===== src/rtl/frame_tx_sched.sv =====
// frame_tx_sched: round-robin arbiter that serializes one granted payload per frame
// as header, four data bytes and a byte-sum checksum, MSB first.
module frame_tx_sched #(
    parameter int NREQ = 4,
    parameter int HEAD_W = 8,
    parameter logic [HEAD_W-1:0] HEAD_PAT = HEAD_W'(8'hA5),
    parameter int GAP_CYC = 4
) (
    input  logic              clk,
    input  logic              rst_n,
    input  logic [NREQ-1:0]   req,
    input  logic [32*NREQ-1:0] req_data,
    output logic [NREQ-1:0]   gnt,
    output logic              tx_data,
    output logic              tx_en,
    output logic              busy,
    output logic              done
);
    localparam int SW = HEAD_W + 40;
    localparam int PW = (NREQ > 1) ? $clog2(NREQ) : 1;
    localparam int HP = (HEAD_W > 40) ? HEAD_W : 40;
    localparam int CMX = (HP > GAP_CYC) ? HP : GAP_CYC;
    localparam int CW = $clog2(CMX);

    typedef enum logic [1:0] {IDLE, HEAD, PAYLOAD, GAP} state_t;

    state_t          state_q, state_d;
    logic [CW-1:0]   cnt_q, cnt_d;
    logic [SW-1:0]   sr_q, sr_d;
    logic [PW-1:0]   rr_q, rr_d;
    logic [NREQ-1:0] gnt_q, gnt_d;
    logic            tx_data_q, tx_data_d, tx_en_q, tx_en_d, busy_q, busy_d, done_q, done_d;
    logic [PW-1:0]   win, idx;
    logic            found, grant;
    logic [31:0]     wd;
    logic [7:0]      csum;

    // Search starts just after the last winner, so the previous winner ranks last.
    always_comb begin
        win = rr_q;
        idx = '0;
        found = 1'b0;
        for (int i = 1; i <= NREQ; i++) begin
            idx = PW'((int'(rr_q) + i) % NREQ);
            if (!found && req[idx]) begin
                win = idx;
                found = 1'b1;
            end
        end
        wd = req_data[32*int'(win) +: 32];
        csum = wd[31:24] + wd[23:16] + wd[15:8] + wd[7:0];
    end

    always_ff @(posedge clk or negedge rst_n) begin
        if (!rst_n) begin
            state_q   <= IDLE;
            cnt_q     <= '0;
            sr_q      <= '0;
            rr_q      <= PW'(NREQ - 1);
            gnt_q     <= '0;
            tx_data_q <= 1'b0;
            tx_en_q   <= 1'b0;
            busy_q    <= 1'b0;
            done_q    <= 1'b0;
        end else begin
            state_q   <= state_d;
            cnt_q     <= cnt_d;
            sr_q      <= sr_d;
            rr_q      <= rr_d;
            gnt_q     <= gnt_d;
            tx_data_q <= tx_data_d;
            tx_en_q   <= tx_en_d;
            busy_q    <= busy_d;
            done_q    <= done_d;
        end
    end

    // Header and payload share one shift register; its MSB is the next bit on the wire.
    always_comb begin
        state_d = state_q;
        cnt_d = cnt_q;
        sr_d = sr_q;
        rr_d = rr_q;
        grant = 1'b0;
        case (state_q)
            IDLE: if (|req) begin
                state_d = HEAD;
                cnt_d = '0;
                sr_d = {HEAD_PAT, wd, csum};
                rr_d = win;
                grant = 1'b1;
            end
            HEAD: begin
                sr_d = sr_q << 1;
                state_d = (cnt_q == CW'(HEAD_W - 1)) ? PAYLOAD : HEAD;
                cnt_d = (cnt_q == CW'(HEAD_W - 1)) ? '0 : cnt_q + CW'(1);
            end
            PAYLOAD: begin
                sr_d = sr_q << 1;
                state_d = (cnt_q == CW'(39)) ? GAP : PAYLOAD;
                cnt_d = (cnt_q == CW'(39)) ? '0 : cnt_q + CW'(1);
            end
            default: begin
                state_d = (cnt_q == CW'(GAP_CYC - 1)) ? IDLE : GAP;
                cnt_d = (cnt_q == CW'(GAP_CYC - 1)) ? '0 : cnt_q + CW'(1);
            end
        endcase
    end

    always_comb begin
        gnt_d = grant ? ({{(NREQ-1){1'b0}}, 1'b1} << win) : '0;
        tx_en_d = (state_d == HEAD) || (state_d == PAYLOAD);
        tx_data_d = tx_en_d & sr_d[SW-1];
        busy_d = state_d != IDLE;
        done_d = (state_q == PAYLOAD) && (state_d == GAP);
    end

    assign gnt = gnt_q;
    assign tx_data = tx_data_q;
    assign tx_en = tx_en_q;
    assign busy = busy_q;
    assign done = done_q;
endmodule


===== config.mk =====
export PLATFORM = sky130hd
export DESIGN_NAME = frame_tx_sched
export DESIGN_NICKNAME = d
export VERILOG_FILES = /design/src/rtl/frame_tx_sched.sv
export SDC_FILE = /design/constraint.sdc
export NUM_CORES = 1
export LEC_CHECK = 0
export ABC_AREA = 1
export CORE_ASPECT_RATIO = 0.75
export CORE_UTILIZATION = 35
export CTS_BUF_LIST = sky130_fd_sc_hd__clkbuf_4 sky130_fd_sc_hd__clkbuf_8
export DETAILED_ROUTE_END_ITERATION = 16
export PLACE_DENSITY_LB_ADDON = 0.05
export REMOVE_ABC_BUFFERS = 1
export SYNTH_ARGS = -nofsm -noshare
export SYNTH_HDL_FRONTEND = slang
export SYNTH_SLANG_ARGS = --single-unit

===== constraint.sdc =====
create_clock -name clk -period 9.2 [get_ports clk]
set_input_delay 2.76 -clock clk [delete_from_list [all_inputs] [get_ports clk]]
set_output_delay 2.76 -clock clk [all_outputs]
set_load 0.01 [all_outputs]

==> summary.md <==
| Metric | Value |
|---|---|
| Post-DR vias/cell | `4.98` |
| Worst hold-check path type | `reg -> reg` |
| Area delta synth->final | `36.5%` |
| Yosys warnings | `0` |
| Max-slew violations | `0` |
| Post-detail-place hpwl | `10600 um` |
| Layout cells sized above 1 | `6.39%` |
| Period utilization | `79.5%` |
| # clock sinks | `66` |
| # fillers | `1295` |
| Final setup viols | `0` |
| Setup total negative slack | `0 ns` |
| CP Max Fanout | `16` |
| Die Area | `13900 um2` |
| Critical path depth | `28` |
| Worst setup EP type | `register` |
| Initial core utilization | `36.0%` |
| Syn Inst Count | `649` |
| First-pass DRT Iterations | `5` |
| Hold Vio Cnt, Final | `0` |
| Final wirelength | `14500 um` |
| Die H | `102 um` |
| Wire per inst | `15.3 um` |
| F_max | `137 MHz` |
| Relative slew slack | `38.6%` |
| GRT Util Overall | `21.9%` |
| DRT iter0 DRCs | `313` |
| Setup CP Type | `in -> reg` |
| Clock-pin transition on the worst setup and hold timing paths | `0.07 ns` |
| TritonCTS clock tree | `done` |
| Worst Max-Slew Pin Slew | `0.920 ns` |
| Antenna diode count | `0` |
| Remaining routing DRC violations | `0` |
| Crit. Startpoint | `req[3]` |
| Peak supply drop | `0.278 mV` |
| Reg2Reg Depth | `28` |
| Mean post-synth cell area | `7.24 um2` |
| Outcome | `finished, final reports clean` |
| RSZ-0062 raised after global routing | `no` |
| Largest net degree at the start of global routing | `67` |
| Post-CTS Resized | `0` |
| Clk buf depth | `2` |
| Gr ovfl total | `0` |
| Critical Path RT | `9.47 ns` |
| Vias | `4747` |
| GPL Wtd Cong | `0.888` |
| CTS buffer count | `9` |
| NumNets Final | `939` |
| CORE AREA | `13100 um2` |
| Number of synthesized flops with an enable pin | `0` |
| Buffers and inverters on the worst path | `7` |
| Pwr dens | `450 nW/um2` |
| # port buffers | `141` |
| Ports | `142` |
| Root Buffer | `clkbuf_8` |
| Site Rows | `36` |
| Hold Path Depth | `2` |
| Top FF cell, synth | `dfrtp_1` |
| Post-DRT Antenna Nets | `0` |
| H-tree lvl count | `3` |
| Slowest-stage cell, CP | `fa_1` |
| Clock latency on the worst-skew pair | `0.35 ns` |
| Sequential element share of the synthesized area | `35.2%` |
| #FFs+latches synth | `66` |
| Ys async rst share | `100%` |
| Cts hold-fix bufs | `0` |
| Count of cell types in the netlist | `38` |
| Number of global-route vias before repair | `4680` |
| Hold Crit Start | `sr_q[44]$_DFFE_PN0P_` |
| CP Launch Type | `input port` |
| Clock Skew | `0.00705 ns` |
| Post-CTS Setup Repair Bufs | `0` |
| Placed insts | `937` |
| Top Family by Delay on Critical Path | `adder cells` |
| Final Non-Filler Cells | `953` |
| Worst Path Arrival | `7.59 ns` |
| First-pass GRT wire length | `23400 um` |
| Reg2reg start | `rr_q[0]$_DFFE_PN1P_` |
| Initial antenna violation count | `0` |
| Max-Cap Viols | `0` |
| Min Tclk post-route | `7.31 ns` |
| LEAKAGE | `3.00 nW` |
| Slowest stage delay, CP | `0.52 ns` |
| Mapped Area | `4700 um2` |
| Die X-Extent | `136 um` |
| Most frequent cell on the critical path | `nand2_1` |
-- layout by cell type, fill, tap and decap left out, types with 2 or more instances in the layout --
master	count
nor2_1	84
ha_1	13
nand4_1	2
clkinv_2	2
fa_1	14
nor3_1	3
nand3b_1	3
nor2_2	2
nand2_4	3
o21ai_0	15
o22ai_1	18
a21oi_1	88
nand3_1	35
bufinv_16	2
nand2_1	148
dfrtp_1	64
clkbuf_8	10
a22oi_1	16
inv_2	10
o21a_1	11
clkdlybuf4s50_1	140
a221oi_1	2
buf_4	4
nand2_2	7
dfstp_2	2
nor2_4	2
inv_1	67
-- state kept, by name, indices dropped and copies added (netlist names) --
signal,count
sr_q,48
cnt_q,6
gnt,4
rr_q,2
state_q,2
busy,1
done,1
tx_data,1
tx_en,1
-- through the flow --
step | area [um2] | total power (W) | util [%] | hold slack [ns] | setup WS (ns)
2_1_floorplan | 4540 | 0.00203 | - | 0.453 | 2.51
3_3_place_gp | 6200 | 0.00256 | 47.4 | 0.467 | 1.73
3_5_place_dp | 6200 | 0.00260 | 47.4 | 0.473 | 1.54
4_1_cts | 6420 | 0.00290 | 49.1 | 0.491 | 1.91
5_1_grt | 6420 | 0.00328 | 49.1 | 0.533 | 1.40
6_report | 6420 | 0.00289 | 49.1 | 0.491 | 1.89
-- cells in the mapped netlist (all sizes together) (11+ instances only) --
cell	number	share of area, %
nor2	88	7.4
o22ai	18	2.4
o21a	11	1.8
nand2	158	13
clkbuf	13	1.0
dfrtp	64	34
inv	77	6.1
ha	14	3.7
a22oi	16	2.6
a21oi	88	9.4
o21ai	16	1.7
buf	15	2.4
fa	14	6.0
nand3	36	3.9
-- cell type report --
cell class / instances / area [um2] / share of cell area, %
inverters: 77 / 289 / 4.50
clock buffers: 11 / 145 / 2.26
clock inverters: 5 / 77.6 / 1.21
repair buffers: 145 / 1440 / 22.4
multi-input cells: 478 / 2600 / 40.5
flip-flops and latches: 66 / 1650 / 25.8
well taps: 171 / 214 / 3.33
-- path summary, 6_finish.rpt --
path | end | slack [ns]
max | sr_q[7]$_DFFE_PN0P_ | 1.89
min | sr_q[44]$_DFFE_PN0P_ | 0.49
max reg2reg | sr_q[7]$_DFFE_PN0P_ | 4.17
min reg2reg | sr_q[44]$_DFFE_PN0P_ | 0.49
max in group asynchronous | done$_DFF_PN0_ | 6.02
min in group asynchronous | gnt[0]$_DFF_PN0_ | 2.59
-- metal layers --
metal	wire length (um)	vias up	global-route usage, %
met3	903	12	5.31
met5	0	-	0
li1	-	2370	-
met1	7180	2222	30.9
met2	6290	143	33.7
met4	157	0	5.53
-- report_power, final --
| part | switching (W) | internal [W] | total [W] |
|---|---|---|---|
| clock network | 0.000116 | 0.000162 | 0.000278 |
| registers | 0.0000714 | 0.000436 | 0.000507 |
| logic | 0.00128 | 0.000821 | 0.00211 |
| total | 0.00147 | 0.00142 | 0.00289 |
-- worst register-to-register path: cells and delay by family, from the launching register on --
family | cells | cell delay (ns)
fa+ha+maj | 4 | 1.60
buf+inv | 7 | 0.62
flops | 1 | 0.56
simple gates | 12 | 1.40
compound gates | 5 | 0.77
-- cells by family after synthesis --
group	after synthesis	synth area share (%)
compound gates	157	19.2
fa+ha+maj	28	9.69
xor+xnor	1	0.186
simple gates	292	26.2
buf+inv	105	9.56
flops	66	35.2
(Power assumes the default switching activity.)
